<file path="src/rtl/sram_access_ctrl_pkg.sv">
// ============================================================================
// Module   : sram_access_ctrl_pkg
// Brief    : Shared FSM state encoding, macro word width and parity helper for
//            the abus SRAM slave. Optional feature macro: SRAM_PARITY_EN.
// Revision : 1.0 - initial release
// ============================================================================
`default_nettype none

package sram_access_ctrl_pkg;

    typedef enum logic [1:0] {
        S_IDLE   = 2'd0,
        S_WAIT   = 2'd1,
        S_SAMPLE = 2'd2
    } sram_state_e;

`ifdef SRAM_PARITY_EN
    localparam int MEM_W = 36;
`else
    localparam int MEM_W = 32;
`endif

    localparam int WAIT_CNT_W = 4;

    // One even-parity bit per byte: set when the byte has an odd number of ones.
    function automatic logic [3:0] byte_parity(input logic [31:0] d);
        logic [3:0] p;
        for (int i = 0; i < 4; i++) begin
            p[i] = ^d[8*i +: 8];
        end
        return p;
    endfunction

endpackage

`default_nettype wire

</file>
<file path="src/rtl/sram_wait_counter.sv">
// ============================================================================
// Module   : sram_wait_counter
// Brief    : 4-bit loadable down-counter, saturating at zero, with <=1 flag.
// Revision : 1.0 - initial release
// ============================================================================
`default_nettype none

module sram_wait_counter
    import sram_access_ctrl_pkg::*;
#(
    parameter logic [WAIT_CNT_W-1:0] WAIT_STATE = 4'd2
) (
    input  logic abus_clk,
    input  logic abus_rstb,
    input  logic load,
    input  logic dec,
    output logic counter_le1
);

    logic [WAIT_CNT_W-1:0] r_count;

    always_ff @(posedge abus_clk or negedge abus_rstb) begin
        if (!abus_rstb) begin
            r_count <= '0;
        end else if (load) begin
            r_count <= WAIT_STATE;
        end else if (dec && (r_count != '0)) begin
            r_count <= r_count - 1'b1;
        end
    end

    assign counter_le1 = (r_count <= WAIT_CNT_W'(1));

endmodule

`default_nettype wire

</file>
<file path="src/rtl/sram_access_ctrl.sv">
// ============================================================================
// Module   : sram_access_ctrl
// Brief    : abus SRAM slave datapath: window decode, wait counter, macro
//            drive, read sample and ack. Optional macro: SRAM_PARITY_EN.
// Revision : 1.0 - initial release
// ============================================================================
`default_nettype none

module sram_access_ctrl
    import sram_access_ctrl_pkg::*;
#(
    parameter int                WAIT_STATE = 2,
    parameter int                DEPTH      = 1024,
    parameter int                ADDR_W     = 32,
    parameter logic [ADDR_W-1:0] BASE_ADDR  = 32'h2000_0000
) (
    input  logic                     abus_clk,
    input  logic                     abus_rstb,
    input  logic                     abus_sreq,
    input  logic                     abus_wr,
    input  logic [ADDR_W-1:0]        abus_addr,
    input  logic [31:0]              abus_wdata,
    input  logic [3:0]               abus_be,
    input  logic [1:0]               current_state,
    input  logic                     counter_init,
    output logic                     addr_in_range,
    output logic                     counter_le1,
    output logic                     sram_cs,
    output logic                     sram_we,
    output logic [$clog2(DEPTH)-1:0] sram_addr,
    output logic [MEM_W-1:0]         sram_wdata,
    output logic [MEM_W/8-1:0]       sram_wmask,
    input  logic [MEM_W-1:0]         sram_rdata,
    output logic                     abus_ack,
    output logic [31:0]              abus_rdata,
    output logic                     abus_err
);

    localparam int              AW_W      = $clog2(DEPTH);
    localparam logic [ADDR_W:0] C_WIN_END = {1'b0, BASE_ADDR} + (ADDR_W+1)'(4 * DEPTH);

    logic [ADDR_W-1:0] w_addr_off;
    logic              w_idle;
    logic              w_sample;
    logic              w_in_wait;
    logic              w_unused_addr;

    logic              r_wr_q;
    logic              r_ack;
    logic [31:0]       r_rdata;

    // Encoding 2'd3 is unreachable in a healthy FSM and is treated as idle.
    assign w_idle    = (current_state == S_IDLE) || (current_state == 2'd3);
    assign w_in_wait = (current_state == S_WAIT);
    assign w_sample  = (current_state == S_SAMPLE);

    assign addr_in_range = (abus_addr >= BASE_ADDR) && ({1'b0, abus_addr} < C_WIN_END);
    assign w_addr_off    = abus_addr - BASE_ADDR;
    assign w_unused_addr = ^{w_addr_off[ADDR_W-1:AW_W+2], w_addr_off[1:0]};

    assign sram_cs    = abus_sreq && addr_in_range && w_idle;
    assign sram_we    = abus_wr && sram_cs;
    assign sram_wmask = sram_we ? abus_be : '0;
    assign sram_addr  = w_addr_off[AW_W+1:2];

`ifdef SRAM_PARITY_EN
    assign sram_wdata = {byte_parity(abus_wdata), abus_wdata};
`else
    assign sram_wdata = abus_wdata;
`endif

    sram_wait_counter #(
        .WAIT_STATE (WAIT_CNT_W'(WAIT_STATE))
    ) u_wait_counter (
        .abus_clk    (abus_clk),
        .abus_rstb   (abus_rstb),
        .load        (counter_init),
        .dec         (w_in_wait),
        .counter_le1 (counter_le1)
    );

    always_ff @(posedge abus_clk or negedge abus_rstb) begin
        if (!abus_rstb) begin
            r_wr_q  <= 1'b0;
            r_ack   <= 1'b0;
            r_rdata <= '0;
        end else begin
            if (sram_cs) begin
                r_wr_q <= abus_wr;
            end
            r_ack <= w_sample;
            if (w_sample && !r_wr_q) begin
                r_rdata <= sram_rdata[31:0];
            end
        end
    end

`ifdef SRAM_PARITY_EN
    logic r_err;

    always_ff @(posedge abus_clk or negedge abus_rstb) begin
        if (!abus_rstb) begin
            r_err <= 1'b0;
        end else begin
            r_err <= w_sample && !r_wr_q &&
                     (byte_parity(sram_rdata[31:0]) != sram_rdata[35:32]);
        end
    end

    assign abus_err = r_err;
`else
    assign abus_err = 1'b0;
`endif

    assign abus_ack   = r_ack;
    assign abus_rdata = r_rdata;

endmodule

`default_nettype wire

</file>
<file path="config.mk">
export PLATFORM = sky130hd
export DESIGN_NAME = sram_access_ctrl
export DESIGN_NICKNAME = d
export VERILOG_FILES = /design/src/rtl/sram_access_ctrl_pkg.sv /design/src/rtl/sram_wait_counter.sv /design/src/rtl/sram_access_ctrl.sv
export SDC_FILE = /design/constraint.sdc
export NUM_CORES = 1
export LEC_CHECK = 0
export ABC_AREA = 1
export CAP_MARGIN = 20
export CORE_ASPECT_RATIO = 0.9
export CORE_MARGIN = 10
export CORE_UTILIZATION = 31
export CTS_BUF_LIST = sky130_fd_sc_hd__clkbuf_2 sky130_fd_sc_hd__clkbuf_4 sky130_fd_sc_hd__clkbuf_8
export DETAILED_ROUTE_END_ITERATION = 16
export GPL_TIMING_DRIVEN = 1
export PLACE_DENSITY = 0.89
export SYNTH_ARGS = -nofsm -noshare
export SYNTH_HDL_FRONTEND = slang
export SYNTH_SLANG_ARGS = --single-unit
export TNS_END_PERCENT = 50
</file>
<file path="constraint.sdc">
create_clock -name abus_clk -period 1.5 [get_ports abus_clk]
set_input_delay 0.3 -clock abus_clk [delete_from_list [all_inputs] [get_ports abus_clk]]
set_output_delay 0.3 -clock abus_clk [all_outputs]
set_load 0.01 [all_outputs]
</file>
==> reports/results.txt <==
max_cap viols - 0
largest net degree at the start of global routing - 39
crit end category - output pin
Clk Latency, worst-skew pair - 280 ps
Max Transition Viols Final - 0
Net Sw Frac - 0.244
pwr dens - 883 mW/mm²
Clock Pin Slew Worst Setup and Hold Paths - 70 ps
crit path max fanout - 6
WP data required - 1200 ps
post-synthesis instance total - 184
RD Place Congestion - 0.670
FF+latch count, synth - 38
num ports - 191
total gr overflow - 0
top cells by instance count after synthesis - buf_4 (43), dfrtp_1 (38), mux2_2 (30)
Tot GR Track Use - 0.104
fin worst setup slack - -39.0 ps
fmax - 650 MHz
vias in the first global route - 1,677
Tcrit/Tclk final - 1.03
Synth Warn # - 0
Worst Reg-to-Reg Cells - 9
cts bufs inserted - 5
# DRC - 0
Sw Pwr - 0.678 mW
Worst IR Drop VDD - 0.301 mV
Main synth FF type - dfrtp_1
Int Power - 2.10 mW
Die W - 105 µm
Hold Buf Count CTS - 0
Sequential Power Share - 0.439
Syn Area/Cell - 11.0 µm²
die area - 0.0101 mm²
RSZ-0062 raised after global routing - true
placed cell area - 0.00292 mm²
r2r setup slk - 180 ps
mapped cell area - 0.00202 mm²
H-tree lvl count - 2
Final nets - 382
share of layout cells above drive strength 1 - 0.430
Max clock buf depth - 2
row cnt - 27
DR vias - 1,539
register area share after synthesis - 0.472
LEAKAGE - 1.65 nW
Final Hold Fails - 0
# setup viols final - 4
clock root buffer master - clkbuf_8
Port Buffers - 103
failing checks - setup timing
status - complete, but fails checks
min-delay worst type - input port to asynchronous set/reset pin
hpwl dp - 4.62 mm
FF-to-FF Start - u_wait_counter.r_count[0]
first-pass GRT wire length - 8.50 mm
drt via density - 4.29
initial antenna violation count - 0
power share of the clock group - 0.297
reg2reg end - u_wait_counter.r_count[2]
Area growth, synth to finish - 56.3%
Die H - 96.5 µm
Routed Antenna Nets - 0
Iter 0 DRT Violations - 66
Avg WL per Cell - 15.9 µm
Detailed Routing Iterations Pass 1 - 3
Tmin final - 1540 ps
Unique masters post-synth - 20
Initial Utilization - 0.324
Post-synth EDFFs - 0
TNS Setup - -97.6 ps
WP data arrival - 1240 ps
crit path kind - input port to output pin
Diodes inserted - 0
Sink Count - 38
top-count cell post-synth - buf_4
CTS tree - yes
startpoint types - input port
largest cells by area after synthesis - dfrtp_1 (47%), mux2_2 (17%), buf_4 (16%)
area of the core - 0.00622 mm²
Synth Net Count - 295
final clock skew - 1.38 ps
top cell type's share of synthesized area - 0.472
Final Cell Area - 0.00315 mm²
combinational power share - 0.264
asr flop ratio synth - 1.00
total detailed-routing wirelength - 5.70 mm
largest area contributor in the netlist - dfrtp_1
layout make-up:
| class | instances | area (µm²) |
|---|---|---|
| timing repair buffer | 126 | 1190 |
| inverter | 17 | 63.8 |
| clock inverter | 3 | 40.0 |
| sequential | 38 | 951 |
| tap | 87 | 109 |
| multi-input combinational | 83 | 724 |
| fill | 566 | 3070 |
| clock buffer | 5 | 68.8 |
critical path: stages:
cell and delay (ps):
clkdlybuf4s15_1 160, nor2_1 80, and2_4 160, nand2_4 50, nor2_4 120, nand3_4 120, nor2_2 110, buf_2 130
worst max path at each step:
| stage | end | cells past startpoint | slack, ps | from |
|---|---|---|---|---|
| floorplan | sram_wmask[0] | 7 | 170 | abus_addr[21] |
| global placement | sram_wmask[3] | 8 | -870 | current_state[0] |
| detailed placement | sram_wmask[3] | 8 | -880 | current_state[0] |
| CTS | sram_wmask[3] | 9 | -120 | abus_addr[26] |
| global route | sram_wmask[2] | 9 | -140 | abus_addr[23] |
| finish | sram_wmask[2] | 8 | -40 | abus_addr[18] |
registers in the layout, summed over array words and instances, names as in the netlist:
register,flops
abus_ack,1
abus_rdata,32
r_wr_q,1
u_wait_counter.r_count,4
cell usage in the layout, fill, tap and decap left out, types with 2 or more instances in the layout:
cell | Yosys | routed
nor2_2 | 6 | 7
clkbuf_2 | 0 | 2
clkbuf_8 | 0 | 5
dlymetal6s2s_1 | 0 | 24
nand2_2 | 2 | 4
clkdlybuf4s15_1 | 0 | 2
dlygate4sd2_1 | 0 | 7
dfrtp_1 | 38 | 38
a21oi_1 | 4 | 4
mux2_2 | 30 | 30
buf_6 | 3 | 11
buf_4 | 43 | 23
clkinv_2 | 0 | 2
buf_2 | 0 | 15
inv_1 | 16 | 12
ha_1 | 4 | 2
nor2_1 | 13 | 7
o21ai_0 | 4 | 4
nand2_1 | 12 | 9
ha_4 | 0 | 2
clkdlybuf4s50_1 | 0 | 41
mux2_1 | 2 | 2
nor2_4 | 1 | 6
inv_2 | 1 | 5
power groups by stage:
stage	registers (mW)	logic, mW	clock network [mW]
after floorplan	1.30	0.304	0
after global placement	1.23	0.756	0
after detailed placement	1.25	0.773	0
after CTS	1.23	0.749	0.856
after global routing	1.24	0.792	0.903
final	1.22	0.734	0.827
cells by family after synthesis:
family,count (synthesis),synth area share
AND/OR/NAND/NOR,38,0.0944
adder cells (fa/ha/maj),4,0.0248
other,1,0.00186
buffers and inverters,63,0.209
flip-flops,38,0.472
multiplexers,32,0.179
AO/OA/AOI/OAI,8,0.0199
per-layer routing:
| metal | up-vias | global-route usage | part of all wire |
|---|---|---|---|
| met1 | 707 | 0.107 | 0.38 |
| met4 | 0 | 0.0468 | 0.033 |
| met3 | 22 | 0.0536 | 0.097 |
| met5 | - | 0 | 0 |
| met2 | 96 | 0.177 | 0.49 |
| li1 | 714 | - | - |
through the flow:
stage,utilization,worst slack (ps),cells,hold slack (ps),total power [mW]
2_1_floorplan,-,173,184,4.41,1.61
3_3_place_gp,0.470,-874,343,377,1.99
3_5_place_dp,0.470,-883,343,379,2.02
4_1_cts,0.479,-120,354,72.7,2.83
5_1_grt,0.507,-143,359,87.3,2.94
6_report,0.507,-39.0,359,65.7,2.78
timing repair:
item,4_1_cts,5_1_grt
endpoints found under the setup margin,46,32
hold endpoints to repair,0,0
gates resized for setup,121,44
buffers inserted,3,5
pin swaps,25,16
Note: power is estimated with default switching activity, not from simulation.
